## src/rtl/mcu_ram_pkg.sv

```systemverilog
// Shared defaults and owner-tag encoding for the MCU_RAM controller.
// Optional round-robin arbitration: define MCU_RAM_CTRL_RR_EN.
package mcu_ram_pkg;

  localparam int ADDR_W_DEF = 11;
  localparam int DATA_W_DEF = 16;

  typedef enum logic [1:0] {
    OWN_NONE = 2'd0,
    OWN_I    = 2'd1,
    OWN_D    = 2'd2
  } owner_e;

endpackage

```

## src/rtl/mcu_ram_arb.sv

```systemverilog
// Single-cycle grant logic for the fetch and data ports.
// MCU_RAM_CTRL_RR_EN selects round-robin, else data port has priority.
module mcu_ram_arb (
  input  logic clk,
  input  logic reset,
  input  logic i_req,
  input  logic d_req,
  output logic i_gnt,
  output logic d_gnt
);

`ifdef MCU_RAM_CTRL_RR_EN
  logic last_d_q;
  logic last_d_d;
  logic d_win;

  // Pointer only moves when both ports compete.
  always_comb begin
    d_win    = d_req;
    last_d_d = last_d_q;
    if (i_req && d_req) begin
      d_win    = ~last_d_q;
      last_d_d = ~last_d_q;
    end
  end

  always_ff @(posedge clk or posedge reset) begin
    if (reset) begin
      last_d_q <= 1'b0;
    end else begin
      last_d_q <= last_d_d;
    end
  end

  assign d_gnt = ~reset & d_win;
  assign i_gnt = ~reset & i_req & ~d_win;
`else
  logic unused_clk;
  assign unused_clk = clk;

  assign d_gnt = ~reset & d_req;
  assign i_gnt = ~reset & i_req & ~d_req;
`endif

endmodule

```

## src/rtl/mcu_ram_ctrl.sv

```systemverilog
// Two-port (fetch/data) front end for a single-port MCU_RAM.
// Build option: MCU_RAM_CTRL_RR_EN enables round-robin arbitration.
module mcu_ram_ctrl
  import mcu_ram_pkg::*;
#(
  parameter int ADDR_W = ADDR_W_DEF,
  parameter int DATA_W = DATA_W_DEF
) (
  input  logic              clk,
  input  logic              reset,
  input  logic              i_req,
  input  logic [ADDR_W-1:0] i_addr,
  output logic              i_gnt,
  output logic              i_rvalid,
  output logic [DATA_W-1:0] i_rdata,
  input  logic              d_req,
  input  logic              d_we,
  input  logic [ADDR_W-1:0] d_addr,
  input  logic [DATA_W-1:0] d_wdata,
  output logic              d_gnt,
  output logic              d_rvalid,
  output logic [DATA_W-1:0] d_rdata,
  output logic              ram_ce,
  output logic              ram_oce,
  output logic              ram_wre,
  output logic              ram_reset,
  output logic [ADDR_W-1:0] ram_ad,
  output logic [DATA_W-1:0] ram_din,
  input  logic [DATA_W-1:0] ram_dout
);

  owner_e            owner_q;
  owner_e            owner_d;
  logic [DATA_W-1:0] i_hold_q;
  logic [DATA_W-1:0] i_hold_d;
  logic [DATA_W-1:0] d_hold_q;
  logic [DATA_W-1:0] d_hold_d;

  mcu_ram_arb u_arb (
    .clk   (clk),
    .reset (reset),
    .i_req (i_req),
    .d_req (d_req),
    .i_gnt (i_gnt),
    .d_gnt (d_gnt)
  );

  assign ram_ce    = i_gnt | d_gnt;
  assign ram_wre   = d_gnt & d_we;
  assign ram_ad    = d_gnt ? d_addr : i_addr;
  assign ram_din   = d_wdata;
  assign ram_oce   = 1'b1;
  assign ram_reset = reset;

  always_comb begin
    owner_d  = OWN_NONE;
    i_hold_d = i_hold_q;
    d_hold_d = d_hold_q;
    unique case (1'b1)
      i_gnt:          owner_d = OWN_I;
      d_gnt && !d_we: owner_d = OWN_D;
      default:        owner_d = OWN_NONE;
    endcase
    if (owner_q == OWN_I) i_hold_d = ram_dout;
    if (owner_q == OWN_D) d_hold_d = ram_dout;
  end

  always_ff @(posedge clk or posedge reset) begin
    if (reset) begin
      owner_q  <= OWN_NONE;
      i_hold_q <= '0;
      d_hold_q <= '0;
    end else begin
      owner_q  <= owner_d;
      i_hold_q <= i_hold_d;
      d_hold_q <= d_hold_d;
    end
  end

  assign i_rvalid = (owner_q == OWN_I);
  assign d_rvalid = (owner_q == OWN_D);
  assign i_rdata  = i_rvalid ? ram_dout : i_hold_q;
  assign d_rdata  = d_rvalid ? ram_dout : d_hold_q;

endmodule

```

## config.mk

```make
export PLATFORM = sky130hd
export DESIGN_NAME = mcu_ram_ctrl
export DESIGN_NICKNAME = d
export VERILOG_FILES = /design/src/rtl/mcu_ram_pkg.sv /design/src/rtl/mcu_ram_arb.sv /design/src/rtl/mcu_ram_ctrl.sv
export SDC_FILE = /design/constraint.sdc
export NUM_CORES = 1
export LEC_CHECK = 0
export BUFFER_PORTS_ARGS = -buffer_cell sky130_fd_sc_hd__buf_2
export CAP_MARGIN = 20
export CORE_MARGIN = 2
export CORE_UTILIZATION = 25
export CTS_CLUSTER_SIZE = 8
export DETAILED_ROUTE_END_ITERATION = 10
export PLACE_DENSITY = 0.54
export SLEW_MARGIN = 20
export SYNTH_ARGS = -nofsm -noshare
export SYNTH_HDL_FRONTEND = slang
export SYNTH_HIERARCHICAL = 1
export SYNTH_SLANG_ARGS = --single-unit
```

## constraint.sdc

```tcl
create_clock -name clk -period 1.3 [get_ports clk]
set_input_delay 0.13 -clock clk [delete_from_list [all_inputs] [get_ports clk]]
set_output_delay 0.13 -clock clk [all_outputs]
set_load 0.02 [all_outputs]
```

== Yosys cells after proc, flatten, opt, wreduce, memory -nomap -nowiden ==
Cells that the tools add are included.

* $add $sub $neg: 0
* Multipliers: 0
* Div/mod/pow operators: 0
* Magnitude comparators: 0
* Equal/unequal tests: 2
* Shifts and indexed selects: 0
* Mux-type cells: 4
* Bitwise operators: 7
* Reductions and logical operators: 2

{| class="wikitable"
|+ Operator list
! kind !! number
|-
| 16-bit two-way mux || 2
|-
| 11-bit two-way mux || 1
|-
| 1-bit bitwise AND || 4
|-
| 2-bit case mux with 2 select lines || 1
|-
| 2-bit by 1-bit equality test with 1-bit output, second input constant || 1
|-
| 2-bit equality test, second input constant || 1
|-
| 1-bit NOT || 2
|-
| 1-bit logical AND || 1
|-
| 1-bit zero test || 1
|-
| 1-bit OR || 1
|}

* Register bits after elaboration: 34
* Latch bits: 0
* RAM bits: 0
* ROM bits: 0
* Input bits: 59
* Memories: 0

== Logic depth before layout (Yosys ltp) ==
* Depth in word-level cells: 4
* Gate-level depth with buffers: 4
* Gate-level depth less buffers: 2

== Modules after synthesis ==
Netlist, hierarchy kept.

{| class="wikitable"
|+ Modules (own cells, without submodules)
! module !! times used !! cells each !! area each (um^2) !! sequential area each (um^2)
|-
| mcu_ram_ctrl || 1 || 109 || 1654.1 || 850.8
|-
| mcu_ram_arb || 1 || 2 || 18.8 || 0.0
|}

== Least setup slack after synthesis ==
No wires, ideal clock.

* Path kind: input to output
* Start point: input port d_req
* End point: output port ram_ad[3]
* Arrival time: 1.370 ns
* Data required time: 1.170 ns
* Path slack: -0.200 ns
* Cell stages on the path: 3
* Buffers on the path: 1
* Cells stage by stage: nor2b_1 -> buf_2 -> mux2_2

* Word-level cells in the longest chain between the ends: 2

{| class="wikitable"
|+ RTL lines
! element !! RTL line !! text
|-
| from (decl) || mcu_ram_ctrl.sv:16 || <nowiki>input logic d_req,</nowiki>
|-
| 1-bit bitwise AND || mcu_ram_arb.sv:41 || <nowiki>assign d_gnt = ~reset & d_req;</nowiki>
|-
| 11-bit two-way mux || mcu_ram_ctrl.sv:50 || <nowiki>assign ram_ad = d_gnt ? d_addr : i_addr;</nowiki>
|-
| to (decl) || mcu_ram_ctrl.sv:27 || <nowiki>output logic [ADDR_W-1:0] ram_ad,</nowiki>
|}

Every way passes these cells.

== Worst setup path after layout ==
* Start point: register owner_q[0]
* End point: output port d_rdata[10]

* Word-level cells in the longest chain between the ends: 2

{| class="wikitable"
|+ RTL lines
! element !! RTL line !! text
|-
| from (decl) || mcu_ram_ctrl.sv:32 || <nowiki>owner_e owner_q;</nowiki>
|-
| from (signal assigned) || mcu_ram_ctrl.sv:74 || <nowiki>owner_q <= owner_d;</nowiki>
|-
| 2-bit equality test || mcu_ram_ctrl.sv:81 || <nowiki>assign d_rvalid = (owner_q == OWN_D);</nowiki>
|-
| 16-bit two-way mux || - ||
|-
| to (decl) || mcu_ram_ctrl.sv:22 || <nowiki>output logic [DATA_W-1:0] d_rdata,</nowiki>
|}

Every way passes these cells.

==> run_results.csv <==
group,metric,value,unit
cells_and_area,final_cell_mix,"77 x buf_2, 34 x dfrtp_1, 24 x mux2_4, 19 x mux2_2, 18 x buf_6",
cells_and_area,multi_input_area,638,um^2
worst_setup_path,max_stage_delay,410,ps
yosys,synth_cells,111,
route,drc_errors,6,
timing,skew,0.823,ps
route,antenna_left,0,
timing,setup_ws,-366,ps
clocking,clock_latency,280,ps
clocking,cts_tree,"built",
outcome,status,"finished with violations",
timing,setup_violations,34,
grt,grt_first_pass_wirelength,5.91,mm
grt,use_met3,3.27,%
place,placement.io_buffers,92,
cells_and_area,fin_nets,258,
worst_setup_path,path_max_fanout,15,
pwr,max-vdd-ir-drop,0.394,mV
pwr,power_density,1440,mW/mm^2
worst_setup_path,startpoint_type,"flop",
yosys,syn_area,0.00167,mm^2
worst_setup_path,worst-r2r-cell-count,4,
worst_setup_path,reg2reg_from,"owner_q[0]$_DFF_PP0_",
worst_setup_path,critical_path_class,"reg -> out",
pwr,leakage,1.23,nW
route,via_per_inst,4.17,
worst_setup_path,cp_top_family,"flip-flops",
grt,grt_pass1_vias,1207,
worst_setup_path,cp_slowest_cell,"dfrtp_1",
yosys,yosys_warnings,6,
place,routabilityCongestion,0.650,
die,die_h,85.8,um
yosys,ys_seq_area_share,50.9,%
clocking,clockRootBuffer,"clkbuf_8",
timing,fin_crit,1670,ps
die,start_util,26.0,%
timing,finalCritPeriodShare,128,%
clocking,cts-htree-levels,2,
hold_path,holdCritPathClass,"in -> reg",
clocking,cts_buffers,5,
die,die-width,85.8,um
yosys,syn_nets,170,
die,num_rows,29,
timing,hold_viol,0,
cells_and_area,n_antenna_cell,0,
grt,grt_use_total,10.3,%
hold_path,hp-start,"d_we",
route,wire_per_inst,13.6,um
pwr,p_total,3.44,mW
timing,rsz0062_at_grt,"true",
clocking,clkTransAtPathRegs,70,ps
outcome,violations,"design-rule violations, negative setup slack",
timing,finalSetupTns,-10830,ps
route,drt_iter0_drc,49,
grt,grt_util_met1,12.5,%
hold_path,min_to,"owner_q[1]$_DFF_PP0_",
timing,fmax,600,MHz
place,dpl-instance-area,0.00215,mm^2
die,dieArea,0.00736,mm^2
grt,globalRoute.totalOverflow,0,
worst_setup_path,cp.required,1170,ps
yosys,ys_ff_latch,34,
clocking,clock-sinks,34,
yosys,avgSynthCellArea,15.1,um^2
grt,grt_max_degree,35,
die,core,0.00642,mm^2
cells_and_area,post-route-cell-area,0.00239,mm^2
yosys,synth_cell_type_count,16,
route,vias,1156,
route,drt-total-wl,3.77,mm
cells_and_area,drive_gt1_share,79.5,%
cells_and_area,seq_area,851,um^2
grt,grt.met2_usage,16.8,%
place,hpwl,2.79,mm
timing,maxSlewViolCount,0,
hold_path,min_path_cells,2,
worst_setup_path,reg2reg_setup_slack,10,ps
cells_and_area,area_delta_synth_final,42.9,%
grt,grt_busiest_layer,"met2",
worst_setup_path,path_cells,"nor2b_4 -> buf_12 -> mux2_2 -> buf_2",
die,ios,126,
worst_setup_path,cp-end-kind,"primary output",
cells_and_area,nFillCells,622,
grt,antenna_found_initial,0,
route,first_pass_iters,9,
flow_run,maxCapViolCount,0,
clocking,cts.path.max_buffers,2,
cells_and_area,layout_commonest_cell,"buf_2",
worst_setup_path,cp_num_buf_inv,2,
worst_setup_path,arrival,1540,ps
worst_setup_path,reg2reg_to,"d_hold_q[5]$_DFF_PP0_",
==> worst reg2reg max path, cell delays in order, from the launching register on <==
cell and delay [ps]:
dfrtp_1 410, nor2b_4 150, buf_12 180, mux2_4 340, buf_6 110
==> flip-flops by register name, indices dropped and copies added, names as in the netlist <==
name      count
d_hold_q     16
i_hold_q     16
owner_q       2
==> cell families (layout without fill, tap and decap cells) <==
family	count (synthesis)	in the layout	synth area share, %
multiplexers	43	43	33.0
buffers and inverters	26	115	12.8
flip-flops	34	34	50.9
AND/OR/NAND/NOR	7	7	3.14
other	1	1	0.224
==> worst max-delay path by stage <==
| stage | from | end | slack [ps] | cells after the start |
|---|---|---|---|---|
| global route | owner_q[0]$_DFF_PP0_ | d_rdata[10] | -430 | 4 |
| floorplan | d_req | ram_ad[3] | 20 | 3 |
| global placement | owner_q[0]$_DFF_PP0_ | d_rdata[15] | -60 | 4 |
| detailed placement | owner_q[0]$_DFF_PP0_ | d_rdata[15] | -90 | 4 |
| CTS | owner_q[0]$_DFF_PP0_ | i_rdata[1] | -390 | 4 |
| finish | owner_q[0]$_DFF_PP0_ | d_rdata[10] | -370 | 4 |
==> report_power, final <==
part | leakage, nW | switching (mW) | internal, mW
logic | 0.783 | 0.633 | 0.672
registers | 0.403 | 0.0524 | 1.26
clock network | 0.0472 | 0.390 | 0.426
==> layout make-up <==
cell class | instances | share of cell area (%)
clock buffers | 6 | 3.45
clock inverters | 2 | 0.523
inverters | 2 | 0.314
multi-input cells | 51 | 26.7
flip-flops and latches | 34 | 35.6
well taps | 77 | 4.03
repair buffers | 105 | 29.4
==> routing by layer <==
layer	share of wire, %	vias up
met1	43	541
li1	-	530
met4	2.2	0
met2	46	70
met5	0	-
met3	8.8	15
==> per-stage QoR <==
| step | std cells | utilization, % | hold slack, ps | worst slack (ps) |
|---|---|---|---|---|
| finish | 277 | 37.2 | 16.5 | -366 |
| CTS | 277 | 36.1 | 13.6 | -386 |
| global route | 277 | 37.2 | 8.96 | -432 |
| floorplan | 111 | - | 196 | 19.9 |
| detailed placement | 267 | 33.4 | 260 | -89.4 |
| global placement | 267 | 33.4 | 260 | -64.4 |
==> timing repair <==
| action | CTS | global route |
|---|---|---|
| gates cloned | 0 | 0 |
| buffers inserted | 2 | 0 |
| hold endpoints to repair | 29 | 0 |
| gates resized for setup | 19 | 21 |
| hold buffers | 1 | 0 |
| endpoints found under the setup margin | 39 | 39 |
==> synthesized netlist by cell type (all sizes together) <==
cell     n  area share [%]
conb     1            0.22
or2      1            0.37
nor3b    1            0.75
dfrtp   34              51
clkbuf   1            0.22
mux2    43              33
nor2b    3             1.3
nand2b   1            0.37
and2     1            0.37
buf     23              12
inv      2            0.45
No activity file was read; power rests on OpenSTA's default activity.
